**config.mk**
```make
export PLATFORM = sky130hd
export DESIGN_NAME = fetch_unit
export DESIGN_NICKNAME = d
export VERILOG_FILES = /design/src/rtl/fetch_unit.sv
export SDC_FILE = /design/constraint.sdc
export NUM_CORES = 1
export LEC_CHECK = 0
export ABC_AREA = 0
export CAP_MARGIN = 20
export CORE_ASPECT_RATIO = 0.7
export CORE_UTILIZATION = 43
export CTS_CLUSTER_DIAMETER = 60
export CTS_CLUSTER_SIZE = 30
export DETAILED_ROUTE_END_ITERATION = 12
export MAX_ROUTING_LAYER = met4
export PLACE_DENSITY = 0.82
export SETUP_SLACK_MARGIN = 0.4
export SYNTH_ARGS = -nofsm -noshare
export SYNTH_HDL_FRONTEND = slang
export SYNTH_SLANG_ARGS = --single-unit
```
**constraint.sdc**
```tcl
create_clock -name CLK -period 3.85 [get_ports CLK]
set_input_delay 0.5775 -clock CLK [delete_from_list [all_inputs] [get_ports CLK]]
set_output_delay 0.5775 -clock CLK [all_outputs]
set_load 0.005 [all_outputs]
```
**src/rtl/fetch_unit.sv**
```systemverilog
// Instruction fetch stage: holds the program counter, strobes the program ROM
// (active-low chip enable, address = PC) and latches the returned byte into the
// instruction register. The decoder takes the instruction over IR_VALID/IR_READY.
// JMP reloads the PC and flushes; HALT suppresses new fetches.
// ROM_WAIT is expected to lie in 0..7 (3-bit wait counter).
module fetch_unit #(
  parameter int ADDR_W   = 4,
  parameter int DATA_W   = 8,
  parameter int RESET_PC = 0,
  parameter int ROM_WAIT = 0
) (
  input  logic              CLK,
  input  logic              RST_N,
  output logic              CE,
  output logic [ADDR_W-1:0] ABUS,
  input  logic [DATA_W-1:0] DBUS,
  output logic [DATA_W-1:0] IR,
  output logic              IR_VALID,
  input  logic              IR_READY,
  output logic [ADDR_W-1:0] PC,
  input  logic              JMP,
  input  logic [ADDR_W-1:0] JMP_ADDR,
  input  logic              HALT
);

  typedef enum logic [1:0] {
    S_IDLE  = 2'd0,
    S_FETCH = 2'd1,
    S_VALID = 2'd2
  } state_t;

  // Wait-counter value on the final cycle of a CE low pulse.
  localparam logic [2:0]        WAIT_LAST = 3'(ROM_WAIT);
  localparam logic [ADDR_W-1:0] PC_INIT   = ADDR_W'(RESET_PC);

  state_t            r_state;
  state_t            w_next_state;
  logic [ADDR_W-1:0] r_pc;
  logic [DATA_W-1:0] r_ir;
  logic [2:0]        r_cnt;
  logic              w_last_wait;

  assign w_last_wait = (r_cnt == WAIT_LAST);

  // State register; synchronous reset has priority over every transition.
  always_ff @(posedge CLK) begin
    // NOTE: clocked state always uses non-blocking assignment so every register
    // samples pre-edge values regardless of block ordering.
    if (!RST_N) r_state <= S_IDLE;
    else        r_state <= w_next_state;
  end

  // Next-state logic: a jump overrides halt and every normal transition.
  always_comb begin
    // NOTE: default first so no path through the block leaves the output
    // unassigned, which would infer a latch.
    w_next_state = r_state;
    if (JMP) begin
      w_next_state = HALT ? S_IDLE : S_FETCH;
    end else begin
      unique case (r_state)
        S_IDLE:  if (!HALT)      w_next_state = S_FETCH;
        S_FETCH: if (w_last_wait) w_next_state = S_VALID;
        S_VALID: if (IR_READY)   w_next_state = HALT ? S_IDLE : S_FETCH;
        default:                 w_next_state = S_IDLE;
      endcase
    end
  end

  // Moore outputs decoded from the registered state only.
  always_comb begin
    CE       = 1'b1;
    IR_VALID = 1'b0;
    unique case (r_state)
      S_FETCH: CE       = 1'b0;
      S_VALID: IR_VALID = 1'b1;
      default: ;
    endcase
  end

  // PC, instruction register and wait counter. A jump aborts an in-progress
  // read (IR untouched); IR only loads on the edge that ends the CE pulse.
  always_ff @(posedge CLK) begin
    if (!RST_N) begin
      r_pc  <= PC_INIT;
      r_ir  <= '0;
      r_cnt <= '0;
    end else if (JMP) begin
      r_pc  <= JMP_ADDR;
      r_cnt <= '0;
    end else if (r_state == S_FETCH) begin
      if (w_last_wait) begin
        r_ir  <= DBUS;
        r_pc  <= r_pc + ADDR_W'(1);
        r_cnt <= '0;
      end else begin
        r_cnt <= r_cnt + 3'd1;
      end
    end
  end

  // The ROM address is the PC itself, so it is stable for the whole pulse.
  assign ABUS = r_pc;
  assign PC   = r_pc;
  assign IR   = r_ir;

endmodule

```
# Word level (Yosys, flattened, before mapping)
# Index checks and enable logic that the tools add are counted.
[totals]
input_bits = 17
register_bits = 17
wordCells = 33
output_inout_bits = 18
[op_classes]
n_reduce_logical = 8
muxes = 12
addsub = 2
n_bitwise = 2
n_eq_ne = 5
[ops]
columns = ["operator", "n"]
rows = [
  ["4-bit two-way mux", 3],
  ["3-bit inequality test (second input constant)", 3],
  ["2-bit two-way mux", 4],
  ["2-bit case mux with 3 select lines", 1],
  ["3-bit AND reduction", 2],
  ["4-bit by 1-bit adder with 4-bit output (second input constant)", 1],
  ["2-bit nonzero test", 2],
  ["3-bit by 1-bit adder with 3-bit output (second input constant)", 1],
  ["3-bit logical NOT", 1],
  ["1-bit two-way mux", 3],
  ["3-bit two-way mux", 1],
  ["2-bit by 1-bit == test with 1-bit output (second input constant)", 1],
  ["2-bit == test (second input constant)", 1],
  ["2-bit logical NOT", 1],
  ["1-bit inverter", 2],
  ["2-bit AND reduction", 1],
  ["2-bit OR reduction", 1],
]

# Depth between registers and ports, before layout
# Gate-level depths: netlist of the first run.
[logic_depth]
word_depth = 4
mapped_depth = 8
ltp_nobuf = 6

# Least setup slack after synthesis of the first run
# OpenSTA, ideal clock, no wires.
[synth_path]
kind = "register -> register"
start = "register r_cnt[0]"
end = "register r_ir[0] (netlist: IR[0])"
stages_incl_launch_ff = 9
path_buffers = 2
setup_time_ps = 116
arrival_ps = 1357
path_slack_ps = 2377
period_less_slack_ps = 1473
t_required_ps = 3734
cell_sequence = "dfxtp_1 -> inv_1 -> ha_1 -> and4bb_1 -> buf_6 -> and2_4 -> buf_12 -> mux2i_1 -> nor2b_1"
[synth_between]
elab_chain_cells = 2
[synth_lines]
columns = ["item", "line", "text"]
rows = [
  ["start, declared", "40", "logic [2:0] r_cnt;"],
  ["start signal, assigned", "97", "r_cnt <= r_cnt + 3'd1;"],
  ["3-bit logical NOT", "43", "assign w_last_wait = (r_cnt == WAIT_LAST);"],
  ["3-bit AND reduction (no source line)", "-", ""],
  ["end signal, assigned", "86", "r_ir <= '0;"],
  ["end signal, assigned", "93", "r_ir <= DBUS;"],
  ["end, declared", "39", "logic [DATA_W-1:0] r_ir;"],
]
# No other way between the ends.
# A chain may end at the register's enable or synchronous reset.

# Worst setup path after layout of the first run
[layout_path]
start = "register r_state[1]"
end = "output CE"
[layout_between]
elab_chain_cells = 2
[layout_lines]
columns = ["item", "line", "text"]
rows = [
  ["start, declared", "36", "state_t r_state;"],
  ["start signal, assigned", "50", "else r_state <= w_next_state;"],
  ["2-bit by 1-bit == test with 1-bit output", "74", "unique case (r_state)"],
  ["1-bit two-way mux", "74", ""],
  ["end, declared", "14", "output logic CE,"],
]
# No other way between the ends.

==> flow_summary.yaml, run 1 <==
timing:
  period_minus_slack_ns: 2.00
  worst_pin_slew_ns: 0.366
  setup_viol: 0
  finalHoldViolCount: 0
  finalClockSkew_ns: 0.00389
  tns_ns: 0
  fmax_ghz: 0.499
  fin_ws_ns: 1.85
  rsz0062_at_grt: "false"
  slew_headroom: 0.755
  slew_viol_final: 0
  period_share: 0.521
clock_network:
  clk_latency_ns: 0.29
  clk_pin_slew_ns: 0.10
  cts_resized: 0
  cts_tree: "yes"
  cts_root_buf: "clkbuf_4"
  post-cts-setup-buffers: 0
  cts.sinks: 17
  ctsHoldBuffers: 0
  cts_buffers: 3
  cts_buffer_depth: 2
  cts_max_level: 1
floorplan:
  core-area_um2: 1670
  die_w_um: 53.7
  die-area_um2: 2050
  start_util: 0.482
  rows: 12
  die_h_um: 38.2
  io_pins: 35
setup_path:
  end_kind: "output port"
  crit_chain: "nand2b_1 -> clkdlybuf4s50_1"
  cpPeakStageDelay_ns: 0.54
  crit_start: "r_state[1]"
  cp.required_ns: 3.27
  regToRegStartpoint: "r_cnt[0]"
  worst_path_max_delay_cell: "clkdlybuf4s50_1"
  worst_r2r_path_depth: 6
  worstPathMaxFanout: 6
  criticalPathCategory: "flop to output port"
  critPathLaunchType: "flop"
  cp.arrival_ns: 1.43
grt:
  grt.busiest_layer: "met2"
  grtUsageMet2: 0.281
  grt_use_total: 0.187
  grt_pass1_wl_um: 2550
  grt_antenna_before_repair: 0
  grt_max_degree: 15
  overflow: 0
  gr-usage-met1: 0.231
  grt_pass1_vias: 602
  grtUsageMet3: 0.0794
routing:
  postRouteAntennaNets: 0
  num_vias: 648
  first_pass_iters: 2
  drt_iter0_markers: 4
  viasPerCell: 4.84
  remaining_drc_errors: 0
  finalWirelength_um: 1580
  wl_per_cell_um: 11.8
placed_design:
  dp_slack_ns: 1.96
  port_buffers: 34
  dp_hpwl_um: 1240
  globalplace.congestion: 0.738
power:
  switchingPower_uw: 81.4
  vdd_drop_max_mv: 0.249
  power_frac_comb: 0.179
  clkPwrFrac: 0.271
  power_frac_seq: 0.549
  p_leak_nw: 0.412
  p_int_uw: 263
  p_sw_frac: 0.236
  p_per_area_nw_per_um2: 305
yosys:
  yosysWarnings: 0
  syn_avg_cell_area_um2: 9.68
  syn-num-nets: 103
  syn_inst: 83
  ys_seq_area_frac: 0.424
  synth_area_um2: 803
  ys_seq_elements: 17
  synth_cell_types: 23
layout:
  layout.nets: 134
  fillCellCount: 143
  layout_commonest_cell: "clkdlybuf4s50_1"
  drive_above_1_share: 0.0442
  syn_to_final_growth_pct: 40.5
  antenna_cells: 0
  final_cell_mix: "clkdlybuf4s50_1 (34), dfxtp_1 (17), mux2i_1 (10), nor2b_1 (9), a21oi_1 (8)"
worst_hold_path:
  min_path_cells: 2
  hp-start: "r_cnt[2]"
  hold_class: "flop to flop"
run_status:
  outcome: "complete, no violations"
flow_run:
  cap_violations: 0
-- worst max-delay path, delay by kind of cell (launching register included) --
family / cells / cell delay (ns)
simple gates: 1 / 0.23
flops: 1 / 0.38
buf+inv: 1 / 0.54
-- path summary, 6_finish.rpt --
| check | to | slack, ns |
|---|---|---|
| max | CE | 1.85 |
| min | r_cnt[2] | 0.52 |
| max reg2reg | IR[3] | 2.24 |
| min reg2reg | r_cnt[2] | 0.52 |
-- area by class of cell --
class / instances / area [um^2] / area share
clock buffer: 3 / 22.5 / 0.0200
clock inverter: 1 / 5.00 / 0.00443
inverter: 6 / 22.5 / 0.0200
multi-input combinational: 52 / 372 / 0.329
sequential: 17 / 340 / 0.302
tap: 21 / 26.3 / 0.0233
timing repair buffer: 34 / 340 / 0.302
-- routing by layer --
metal,part of all wire,vias to the layer above
met5,0,-
met4,0.0051,0
met3,0.078,2
li1,-,332
met2,0.43,22
met1,0.48,292
-- Yosys cell counts, drive strengths merged --
| master | instances | area (um^2) |
|---|---|---|
| mux2i | 10 | 100 |
| or4 | 1 | 7.51 |
| a22oi | 1 | 7.51 |
| nand4 | 1 | 6.26 |
| buf | 6 | 61.3 |
| nand2 | 3 | 11.3 |
| xor2 | 2 | 17.5 |
| and2 | 1 | 8.76 |
| nor2b | 9 | 56.3 |
| a21boi | 1 | 7.51 |
| ha | 3 | 37.5 |
| xnor2 | 1 | 8.76 |
| and4bb | 1 | 12.5 |
| nand2b | 1 | 6.26 |
| o21ai | 5 | 25.0 |
| a21oi | 8 | 40.0 |
| nor2 | 3 | 11.3 |
| clkbuf | 2 | 7.51 |
| o21bai | 1 | 7.51 |
| dfxtp | 17 | 340 |
| inv | 6 | 22.5 |
-- power by group through the flow --
stage | sequential (mW) | clock, mW | combinational (mW)
after detailed placement | 0.193 | 0 | 0.0618
after global routing | 0.190 | 0.106 | 0.0686
after global placement | 0.193 | 0 | 0.0615
final | 0.189 | 0.0934 | 0.0618
after CTS | 0.189 | 0.0958 | 0.0622
after floorplan | 0.193 | 0 | 0.0299
-- cell families (layout without fill, tap and decap cells) --
group | count (synthesis) | after routing | share of synthesized area
AND/OR/NAND/NOR | 20 | 20 | 0.150
flip-flops | 17 | 17 | 0.424
AO/OA/AOI/OAI | 16 | 16 | 0.109
buffers and inverters | 14 | 44 | 0.114
multiplexers | 10 | 10 | 0.125
adder cells (fa/ha/maj) | 3 | 3 | 0.0467
XOR/XNOR | 3 | 3 | 0.0327
-- state kept, by name, summed over array words and instances, names as in the netlist --
name	cells
r_cnt	3
r_state	2
IR	8
ABUS	4
-- metrics by stage --
stage / power, mW / instance area [um^2] / hold WS [ns] / util / cells
final: 0.344 / 1130 / 0.521 / 0.677 / 134
after global routing: 0.365 / 1130 / 0.553 / 0.677 / 134
after CTS: 0.347 / 1130 / 0.528 / 0.677 / 134
after detailed placement: 0.255 / 1100 / 0.508 / 0.661 / 130
after global placement: 0.254 / 1100 / 0.481 / 0.661 / 130
after floorplan: 0.223 / 803 / 0.470 / - / 83
Power figures use the tool's default switching activity.
==> inputs of run 2 (changes only) <==
--- a/config.mk
+++ b/config.mk
@@ -8,12 +8,12 @@
 export ABC_AREA = 0
 export CAP_MARGIN = 20
 export CORE_ASPECT_RATIO = 0.7
-export CORE_UTILIZATION = 43
+export CORE_UTILIZATION = 36
 export CTS_CLUSTER_DIAMETER = 60
 export CTS_CLUSTER_SIZE = 30
 export DETAILED_ROUTE_END_ITERATION = 12
 export MAX_ROUTING_LAYER = met4
-export PLACE_DENSITY = 0.82
+export PLACE_DENSITY = 0.73
 export SETUP_SLACK_MARGIN = 0.4
 export SYNTH_ARGS = -nofsm -noshare
 export SYNTH_HDL_FRONTEND = slang
==> constraint.sdc (replaced) <==
create_clock -name CLK -period 1.7 [get_ports CLK]
set_input_delay 0.255 -clock CLK [delete_from_list [all_inputs] [get_ports CLK]]
set_output_delay 0.255 -clock CLK [all_outputs]
set_load 0.005 [all_outputs]
==> run 2 against run 1 <==
Clock power rose by 130%. Combinational power rose to 2.8 times the previous value. Flip-flop and latch count did not move. Via count rose by 15%. Final area rose by 17%. Critical endpoint is now IR[3].
==> flow_summary.yaml, run 2 (synthesis gave the netlist of run 1 again) <==
run_status:
  outcome: "complete, no violations"
timing:
  setup_viol: 0
  hold_ws_ns: 0.511
  fmax_ghz: 0.719
  rsz0062_at_grt: "true"
  tns_ns: 0
  period_minus_slack_ns: 1.39
  slew_headroom: 0.731
  finalHoldViolCount: 0
  slew_viol_final: 0
  finalClockSkew_ns: 0.00345
  period_share: 0.818
  worst_pin_slew_ns: 0.402
clock_network:
  cts.sinks: 17
  cts_buffers: 3
  cts_tree: "yes"
  cts_root_buf: "clkbuf_4"
  cts_max_level: 1
  ctsHoldBuffers: 0
  cts_buffer_depth: 2
  clk_pin_slew_ns: 0.09
  clk_latency_ns: 0.29
floorplan:
  rows: 13
  start_util: 0.408
  die-area_um2: 2430
  die_h_um: 41.5
  io_pins: 35
  core-area_um2: 1970
  die_w_um: 58.5
setup_path:
  end_kind: "flop"
  cp.arrival_ns: 1.58
  cp-endpoint: "IR[3]"
  regToRegStartpoint: "r_cnt[1]"
  criticalPathCategory: "flop to flop"
  r2r_setup_slack_ns: 0.31
  worstPathMaxFanout: 8
  crit_start: "r_cnt[1]"
  worst_r2r_path_depth: 6
  cp.required_ns: 1.88
  critPathLaunchType: "flop"
  worstReg2RegEnd: "IR[3]"
grt:
  grt_pass1_wl_um: 3060
  gr-usage-met1: 0.176
  grt_use_total: 0.175
  grt_pass1_vias: 738
  grt_max_degree: 15
  grtUsageMet2: 0.297
  grt.busiest_layer: "met2"
  grt_antenna_before_repair: 0
  overflow: 0
  grtUsageMet3: 0.0623
power:
  vdd_drop_max_mv: 0.463
  p_per_area_nw_per_um2: 616
  p_leak_nw: 0.574
layout:
  largest_reg_flops: 8
  syn_to_final_growth_pct: 63.9
  utilization: 0.669
  postLayoutCellArea_um2: 1320
  antenna_cells: 0
  drive_above_1_share: 0.366
  final_cell_mix: "buf_4 (17), clkdlybuf4s50_1 (16), dlygate4sd2_1 (15), dfxtp_2 (14), mux2i_1 (10)"
  layout_commonest_cell: "buf_4"
  final_cells: 161
  layout.nets: 152
routing:
  remaining_drc_errors: 0
  finalWirelength_um: 1970
  viasPerCell: 4.61
  wl_per_cell_um: 12.2
  num_vias: 743
  postRouteAntennaNets: 0
  drt_iter0_markers: 14
  first_pass_iters: 5
placed_design:
  placed_cells: 140
  place_area_um2: 1130
  globalplace.congestion: 0.850
  port_buffers: 34
  dp_hpwl_um: 1260
worst_hold_path:
  hold_class: "flop to flop"
  min_path_cells: 2
flow_run:
  cap_violations: 0
run 2: changes by cell type in the layout (fill, tap and decap cells not counted), sizes merged:
cell           previous run  this run
clkinv                    1         0
clkdlybuf4s15             0         1
dlygate4sd2               0        15
buf                       0        18
clkdlybuf4s50            34        16
clkbuf                    3         6
run 2: metrics by stage:
stage          power (mW)  setup slack (ns)
2_1_floorplan       0.504             0.305
3_3_place_gp        0.579             0.199
3_5_place_dp        0.581             0.160
4_1_cts             0.811             0.318
5_1_grt             0.856             0.231
6_report            0.810             0.309
run 2: worst max-delay path, stage by stage (launching register included):
cell	delay, ns
dfxtp_2	0.33
inv_2	0.07
ha_4	0.13
and4bb_4	0.25
and2_4	0.23
mux2i_1	0.22
nor2b_1	0.06
run 2: routing by layer:
| metal | part of all wire | vias up |
|---|---|---|
| met4 | 0.014 | 0 |
| met5 | 0 | - |
| met1 | 0.43 | 344 |
| li1 | - | 372 |
| met2 | 0.49 | 25 |
| met3 | 0.063 | 2 |
run 2: how the worst min path moves through the flow:
stage / startpoint / to / slack, ns
after detailed placement: r_cnt[2] / r_cnt[2] / 0.50
final: IR[2] / IR[2] / 0.51
after global placement: r_cnt[2] / r_cnt[2] / 0.50
after global routing: r_cnt[2] / r_cnt[2] / 0.54
after CTS: IR[1] / IR[1] / 0.52
after floorplan: RST_N / IR[3] / 0.38
run 2: area by class of cell:
type	count	area (um^2)
clock buffer	4	26.3
fill	169	652
inverter	6	22.5
multi-input combinational	52	414
sequential	17	365
tap	30	37.5
timing repair buffer	52	450
run 2: what timing repair did:
action,CTS,global route
gates resized for setup,40,8
setup endpoints to repair,29,17
pin swaps,2,3
buffers inserted,15,2
run 2: power breakdown:
group	internal, mW	switching, mW	leakage (nW)	total [mW]
clock network	0.0912	0.123	0.0150	0.214
registers	0.416	0.0102	0.146	0.426
logic	0.109	0.0612	0.413	0.171
